[src/rtl/tcam_sram_pkg.sv]
// Shared types and constants for the TCAM SRAM port-0 controller.
package tcam_sram_pkg;

  localparam int ADDR_WIDTH = 8;
  localparam int DATA_WIDTH = 32;
  localparam int NUM_WMASKS = DATA_WIDTH / 8;

  // Controller phases: array clear after reset, then normal shared access.
  typedef enum logic {
    INIT,
    RUN
  } ctrl_state_e;

  // One cycle of macro port-0 signals, csb/web active low.
  typedef struct packed {
    logic                  csb;
    logic                  web;
    logic [NUM_WMASKS-1:0] wmask;
    logic [ADDR_WIDTH-1:0] addr;
    logic [DATA_WIDTH-1:0] din;
  } sram_port0_t;

endpackage

[src/rtl/tcam_sram_rd_pipe.sv]
// Read return pipeline: the macro needs one cycle after a read grant before
// its output is stable, so the grant is delayed two stages and the data is
// captured on the second one, giving an aligned valid/data pair.
module tcam_sram_rd_pipe
  import tcam_sram_pkg::*;
#(
  parameter int WIDTH = DATA_WIDTH
) (
  input  logic             clk,
  input  logic             rst,
  input  logic             rd_grant,
  input  logic [WIDTH-1:0] sram_dout,
  output logic             rd_rvalid,
  output logic [WIDTH-1:0] rd_rdata
);

  logic stage1_valid;

  // Shift the grant through two stages and latch macro data on the second.
  always_ff @(posedge clk) begin
    if (rst) begin
      stage1_valid <= 1'b0;
      rd_rvalid    <= 1'b0;
      rd_rdata     <= '0;
    end else begin
      stage1_valid <= rd_grant;
      rd_rvalid    <= stage1_valid;
      if (stage1_valid) begin
        rd_rdata <= sram_dout;
      end
    end
  end

endmodule

[src/rtl/tcam_sram_port_ctrl.sv]
// Port-0 (1RW) controller for one sky130 32x256 SRAM macro in the TCAM
// wrapper: zero-fills the array after reset, then shares the port between a
// config-side write requester and a search-side read requester.
module tcam_sram_port_ctrl
  import tcam_sram_pkg::*;
#(
  parameter int ADDR_WIDTH    = tcam_sram_pkg::ADDR_WIDTH,
  parameter int DATA_WIDTH    = tcam_sram_pkg::DATA_WIDTH,
  parameter int NUM_WMASKS    = tcam_sram_pkg::NUM_WMASKS,
  parameter int STARVE_LIMIT  = 4,
  parameter int INIT_ON_RESET = 1
) (
  input  logic                  clk,
  input  logic                  rst,
  input  logic                  wr_valid,
  output logic                  wr_ready,
  input  logic [ADDR_WIDTH-1:0] wr_addr,
  input  logic [DATA_WIDTH-1:0] wr_data,
  input  logic [NUM_WMASKS-1:0] wr_mask,
  input  logic                  rd_valid,
  output logic                  rd_ready,
  input  logic [ADDR_WIDTH-1:0] rd_addr,
  output logic                  rd_rvalid,
  output logic [DATA_WIDTH-1:0] rd_rdata,
  output logic                  init_done,
  output logic                  sram_csb0,
  output logic                  sram_web0,
  output logic [NUM_WMASKS-1:0] sram_wmask0,
  output logic [ADDR_WIDTH-1:0] sram_addr0,
  output logic [DATA_WIDTH-1:0] sram_din0,
  input  logic [DATA_WIDTH-1:0] sram_dout0
);

  localparam int WW = $clog2(STARVE_LIMIT + 1);
  localparam logic [WW-1:0] STARVE_MAX = WW'(STARVE_LIMIT);
  localparam logic [ADDR_WIDTH-1:0] LAST_ADDR = '1;

  ctrl_state_e           state;
  logic [ADDR_WIDTH-1:0] init_cnt;
  logic [WW-1:0]         wr_wait;
  logic                  run_active;
  logic                  init_active;
  logic                  starve;
  logic                  wr_grant;
  logic                  rd_grant;
  sram_port0_t           port;

  // Reset is synchronous but the outputs must already read as idle while it
  // is held, so the state decode is qualified with rst directly.
  assign run_active  = (state == RUN) && !rst;
  assign init_active = (state == INIT) && !rst;
  assign starve      = (wr_wait >= STARVE_MAX);

  // Reads win by default; a write that has lost STARVE_LIMIT times in a row
  // takes the port. The two readies are mutually exclusive when both request.
  assign rd_ready  = run_active && !(wr_valid && starve);
  assign wr_ready  = run_active && (!rd_valid || starve);
  assign wr_grant  = wr_valid && wr_ready;
  assign rd_grant  = rd_valid && rd_ready && !wr_grant;
  assign init_done = run_active;

  // Init sequencer, phase control and write starvation counter.
  always_ff @(posedge clk) begin
    if (rst) begin
      state    <= (INIT_ON_RESET != 0) ? INIT : RUN;
      init_cnt <= '0;
      wr_wait  <= '0;
    end else if (state == INIT) begin
      init_cnt <= init_cnt + 1'b1;
      if (init_cnt == LAST_ADDR) begin
        state <= RUN;
      end
    end else begin
      if (wr_grant || !wr_valid) begin
        wr_wait <= '0;
      end else if (wr_wait != STARVE_MAX) begin
        wr_wait <= wr_wait + 1'b1;
      end
    end
  end

  // Macro port drive for this cycle; the macro registers these itself.
  always_comb begin
    port     = '0;
    port.csb = 1'b1;
    port.web = 1'b1;
    if (init_active) begin
      port.csb   = 1'b0;
      port.web   = 1'b0;
      port.wmask = '1;
      port.addr  = init_cnt;
      port.din   = '0;
    end else if (wr_grant) begin
      port.csb   = 1'b0;
      port.web   = 1'b0;
      port.wmask = wr_mask;
      port.addr  = wr_addr;
      port.din   = wr_data;
    end else if (rd_grant) begin
      port.csb  = 1'b0;
      port.web  = 1'b1;
      port.addr = rd_addr;
    end
  end

  assign sram_csb0   = port.csb;
  assign sram_web0   = port.web;
  assign sram_wmask0 = port.wmask;
  assign sram_addr0  = port.addr;
  assign sram_din0   = port.din;

  tcam_sram_rd_pipe #(
    .WIDTH(DATA_WIDTH)
  ) u_rd_pipe (
    .clk       (clk),
    .rst       (rst),
    .rd_grant  (rd_grant),
    .sram_dout (sram_dout0),
    .rd_rvalid (rd_rvalid),
    .rd_rdata  (rd_rdata)
  );

endmodule

[config.mk]
export PLATFORM = sky130hd
export DESIGN_NAME = tcam_sram_port_ctrl
export DESIGN_NICKNAME = d
export VERILOG_FILES = /design/src/rtl/tcam_sram_pkg.sv /design/src/rtl/tcam_sram_rd_pipe.sv /design/src/rtl/tcam_sram_port_ctrl.sv
export SDC_FILE = /design/constraint.sdc
export NUM_CORES = 1
export LEC_CHECK = 0
export CORE_MARGIN = 2
export CORE_UTILIZATION = 36
export CTS_CLUSTER_DIAMETER = 40
export CTS_CLUSTER_SIZE = 8
export DETAILED_ROUTE_END_ITERATION = 8
export PLACE_DENSITY = 0.86
export REMOVE_ABC_BUFFERS = 1
export SLEW_MARGIN = 20
export SYNTH_ARGS = -nofsm -noshare
export SYNTH_HDL_FRONTEND = slang
export SYNTH_SLANG_ARGS = --single-unit
[constraint.sdc]
create_clock -name clk -period 2.55 [get_ports clk]
set_clock_uncertainty 0.15 [all_clocks]
set_input_delay 0.3825 -clock clk [delete_from_list [all_inputs] [get_ports clk]]
set_output_delay 0.3825 -clock clk [all_outputs]
set_load 0.02 [all_outputs]
==> results.txt <==
- Counting the buffers created by CTS gives 5.
* Critical Path Max Stage Delay: 500 ps
- Post-Route WL: 7.005 mm
- For the worst flop-to-flop path, the logic depth is 4.
- Seq cells post-synth: 46
- Counting flops with a built-in enable in the synthesized netlist gives 0.
* Post-CTS Hold Fix Bufs: 0
- In this run the tightest slew margin relative to its limit is 68.61%.
- Across the VDD grid, the largest voltage drop is 0.0004751 V.
* Number of filler instances in the final layout: 489
- Maximum number of pins on one net before global-route repair: 48
- Overall routing resource usage: 20.82%
- Of all nets on the critical path, the largest fanout is 45.
- Cell depth of the worst hold path: 2
- Max-cap check violation count: 0
* Req. time, crit path: 2020 ps
- After the last flow step, the layout net total stands at 499.
* Startpoint of the most critical register-to-register path: state
- Worst setup path startpoint: rd_valid
- Part of the Yosys area used for sequential elements: 42.42%
- Most common cell after layout, fill and taps aside: clkdlybuf4s50_1
- Via count of the first global-routing pass: 2179
* Clock root buffer: clkbuf_8
- Leading cell types in the layout, fill and taps excluded: 123 x clkdlybuf4s50_1, 45 x dfxtp_1, 44 x dlygate4sd2_1, 43 x nor2_1, 40 x and2_1
* Crit path time final: 2502 ps
- CP arrival: 1970 ps
- Setup repair after global routing left no endpoint under its margin.
* Gpl congestion: 0.7497
- PD cells: 341.6 nW/µm²
- CTS built an H-tree with a depth of 2.
* Simple-Gate Fraction of Synth Area: 27.03%
* Initial DRT Pass Iterations: 4
- 170 I/O pins were placed.
* Die X: 81.66 µm
- On the critical path, the stage with the largest delay is an instance of clkdlybuf4s50_1.
- The analysis attributes to cell leakage a power of 1.727 nW.
- Highest attainable clock frequency: 399.7 MHz
- Layout cell share with drive strength beyond 1: 6.112%
* Largest family of logic cells by synthesized area: simple AND/OR/NAND/NOR gates
- Count of buffers added by post-CTS timing repair for setup: 0
* Number of antenna cells inserted: 0
- The worst hold path begins at u_rd_pipe.rd_rdata[11].
- The die covers 6668 µm².
- Insertion delay of the later-clocked pin in the worst-skew pair: 290 ps
- Clock tree from TritonCTS: yes
- Fraction of registers with async set or reset after synthesis: 0%
* Maximum buffer depth of the clock tree: 2
* Yosys warning total: 0
* Global-route congestion overflow total: 0
- Cell count after synthesis: 236
- Clk pin slew, worst setup/hold paths: 80 ps
- Class of the tightest hold or removal check: register to register
- Summing the areas of all fa, ha and maj instances in the mapped netlist gives 1.729% of the synthesized area.
- Final core utilization: 68.58%
* Tcrit/Tclk final: 98.10%
- Once detail routing completed, the nets flagged for antenna violations numbered 0.
- STA classifies the critical path endpoint as an output port.
* Detailed-route DRC error count: 0
* First-pass GRT wire length: 10.54 mm
- Minimum setup slack among reg-to-reg paths: 950 ps
* Max-slew violations: 0
- After detailed routing, the average wire length per cell comes to 14.47 µm.
- The initial antenna violation count is 0.
* Starting DRC count in detailed routing: 30
- After detailed routing, the number of vias per cell comes to 4.775.
- Area added between synthesis and finish: 85.94%
- Counting every sink on the clock net gives 46.
* Syn Std Cell Area: 2171 µm²
- Buffers added on ports: 169
- After Yosys synthesis, XOR and XNOR cells account for 1.614% of the synthesized area.
* Cell row count: 28
- The die is 81.66 µm tall.
- The total count of hold-check failures in the final report is 0.
* Fraction of the mapped netlist area in compound gates: 7.608%
* Endpoint of the worst register-to-register path: init_cnt[7]
* Tightest Pin Transition: 470.8 ps
* Final setup violating endpoints: 0
* Distinct cells, synth: 33
- Worst Hold Path EP: u_rd_pipe.rd_rdata[11]
* Sum of net half-perimeters after detailed placement: 5.704 mm
- The initial utilization of the core area, before any placement, comes to 36.88%.
- Run status: finished, final reports clean
- Worst-path cell chain: clkdlybuf4s50_1 > nor2b_4 > nor3b_4 > buf_12 > a221o_1 > dlygate4sd2_1
- Core ar.: 5886 µm²
* Fraction of synthesized area in multiplexers: 15.73%
- Avg Synthesized Cell Area: 9.198 µm²
- STA classifies the critical path startpoint as a primary input.
* Total number of vias: 2311
* Total Power Consumption: 0.001379 W
- The critical path in this run is classified as primary input to output port.
- Among all flip-flop cells after synthesis, the most frequent one is dfxtp_1.
[report_power, final]
part / internal, W / leakage (nW) / switching [W]
logic: 0.000142 / 1.31 / 0.0000569
clock network: 0.000219 / 0.0482 / 0.000234
registers: 0.000722 / 0.371 / 0.00000543
total: 0.00108 / 1.73 / 0.000296
[stage by stage]
stage / setup slack (ps) / TNS [ps] / hold WS [ps] / instances / instance area (µm²)
final: 48.36 / 0 / 343.2 / 484 / 4036
after global placement: -156.5 / -5573 / 321.0 / 476 / 3995
after detailed placement: -229.1 / -8228 / 332.7 / 476 / 3995
after CTS: 33.27 / 0 / 351.7 / 484 / 4035
after floorplan: 220.9 / 0 / 300.1 / 220 / 2098
after global routing: 0.8382 / 0 / 374.1 / 484 / 4036
[worst max-delay path, delay by kind of cell]
| kind | cells | cell delay, ps |
|---|---|---|
| buffers and inverters | 3 | 980 |
| AO/OA/AOI/OAI | 1 | 350 |
| AND/OR/NAND/NOR | 2 | 240 |
[routing by layer]
metal | GRT usage (%) | part of all wire, %
met5 | 0 | 0
met4 | 10.83 | 3.9
met3 | 10.00 | 13
met2 | 34.75 | 46
met1 | 21.73 | 37
[synth_stat cells (2+ instances only)]
library cell | count | area (µm²)
clkbuf_2 | 3 | 15.01
a21oi_1 | 7 | 35.03
nor2b_1 | 3 | 18.77
nor2_1 | 43 | 161.4
nand4b_1 | 2 | 17.52
nand3_1 | 5 | 25.02
inv_1 | 3 | 11.26
a221o_1 | 8 | 80.08
and2_1 | 40 | 250.2
nand2_1 | 2 | 7.510
a21o_1 | 5 | 37.54
buf_2 | 4 | 20.02
and3_1 | 2 | 12.51
xor2_1 | 3 | 26.28
clkbuf_1 | 7 | 26.28
dfxtp_1 | 46 | 920.9
ha_1 | 3 | 37.54
nand2b_1 | 3 | 18.77
mux2i_1 | 33 | 330.3
[timing repair]
action | in CTS | in global routing
setup endpoints to repair | 45 | 1
resized for setup | 46 | 1
hold endpoints to repair | 0 | 0
[flip-flops by register name, summed over array words and instances, names as in the netlist]
register and flops:
init_cnt 8, state 1, u_rd_pipe.rd_rdata 32, u_rd_pipe.rd_rvalid 1
u_rd_pipe.stage1_valid 1, wr_wait 3
[cell type report]
class	count	area (µm²)	area share [%]
inverters	3	11.26	0.2790
clock buffers	7	86.33	2.139
multi-input cells	171	1171	29.01
flip-flops and latches	46	922.1	22.85
clock inverters	1	5.005	0.1240
well taps	75	93.84	2.325
repair buffers	181	1747	43.27
[kinds of logic after synthesis]
kind of cell,count (synthesis)
fa+ha+maj,3
flops,46
compound gates,22
xor+xnor,4
simple gates,108
mux,34
buf+inv,19
[worst max path at each step]
stage,end,cells after the start,slack [ps]
floorplan,sram_addr0[0],3,220
global placement,sram_wmask0[3],6,-160
detailed placement,sram_addr0[2],6,-230
CTS,sram_addr0[2],6,30
global route,sram_addr0[5],6,0.8
finish,sram_addr0[5],6,50
Power figures use the tool's default switching activity.
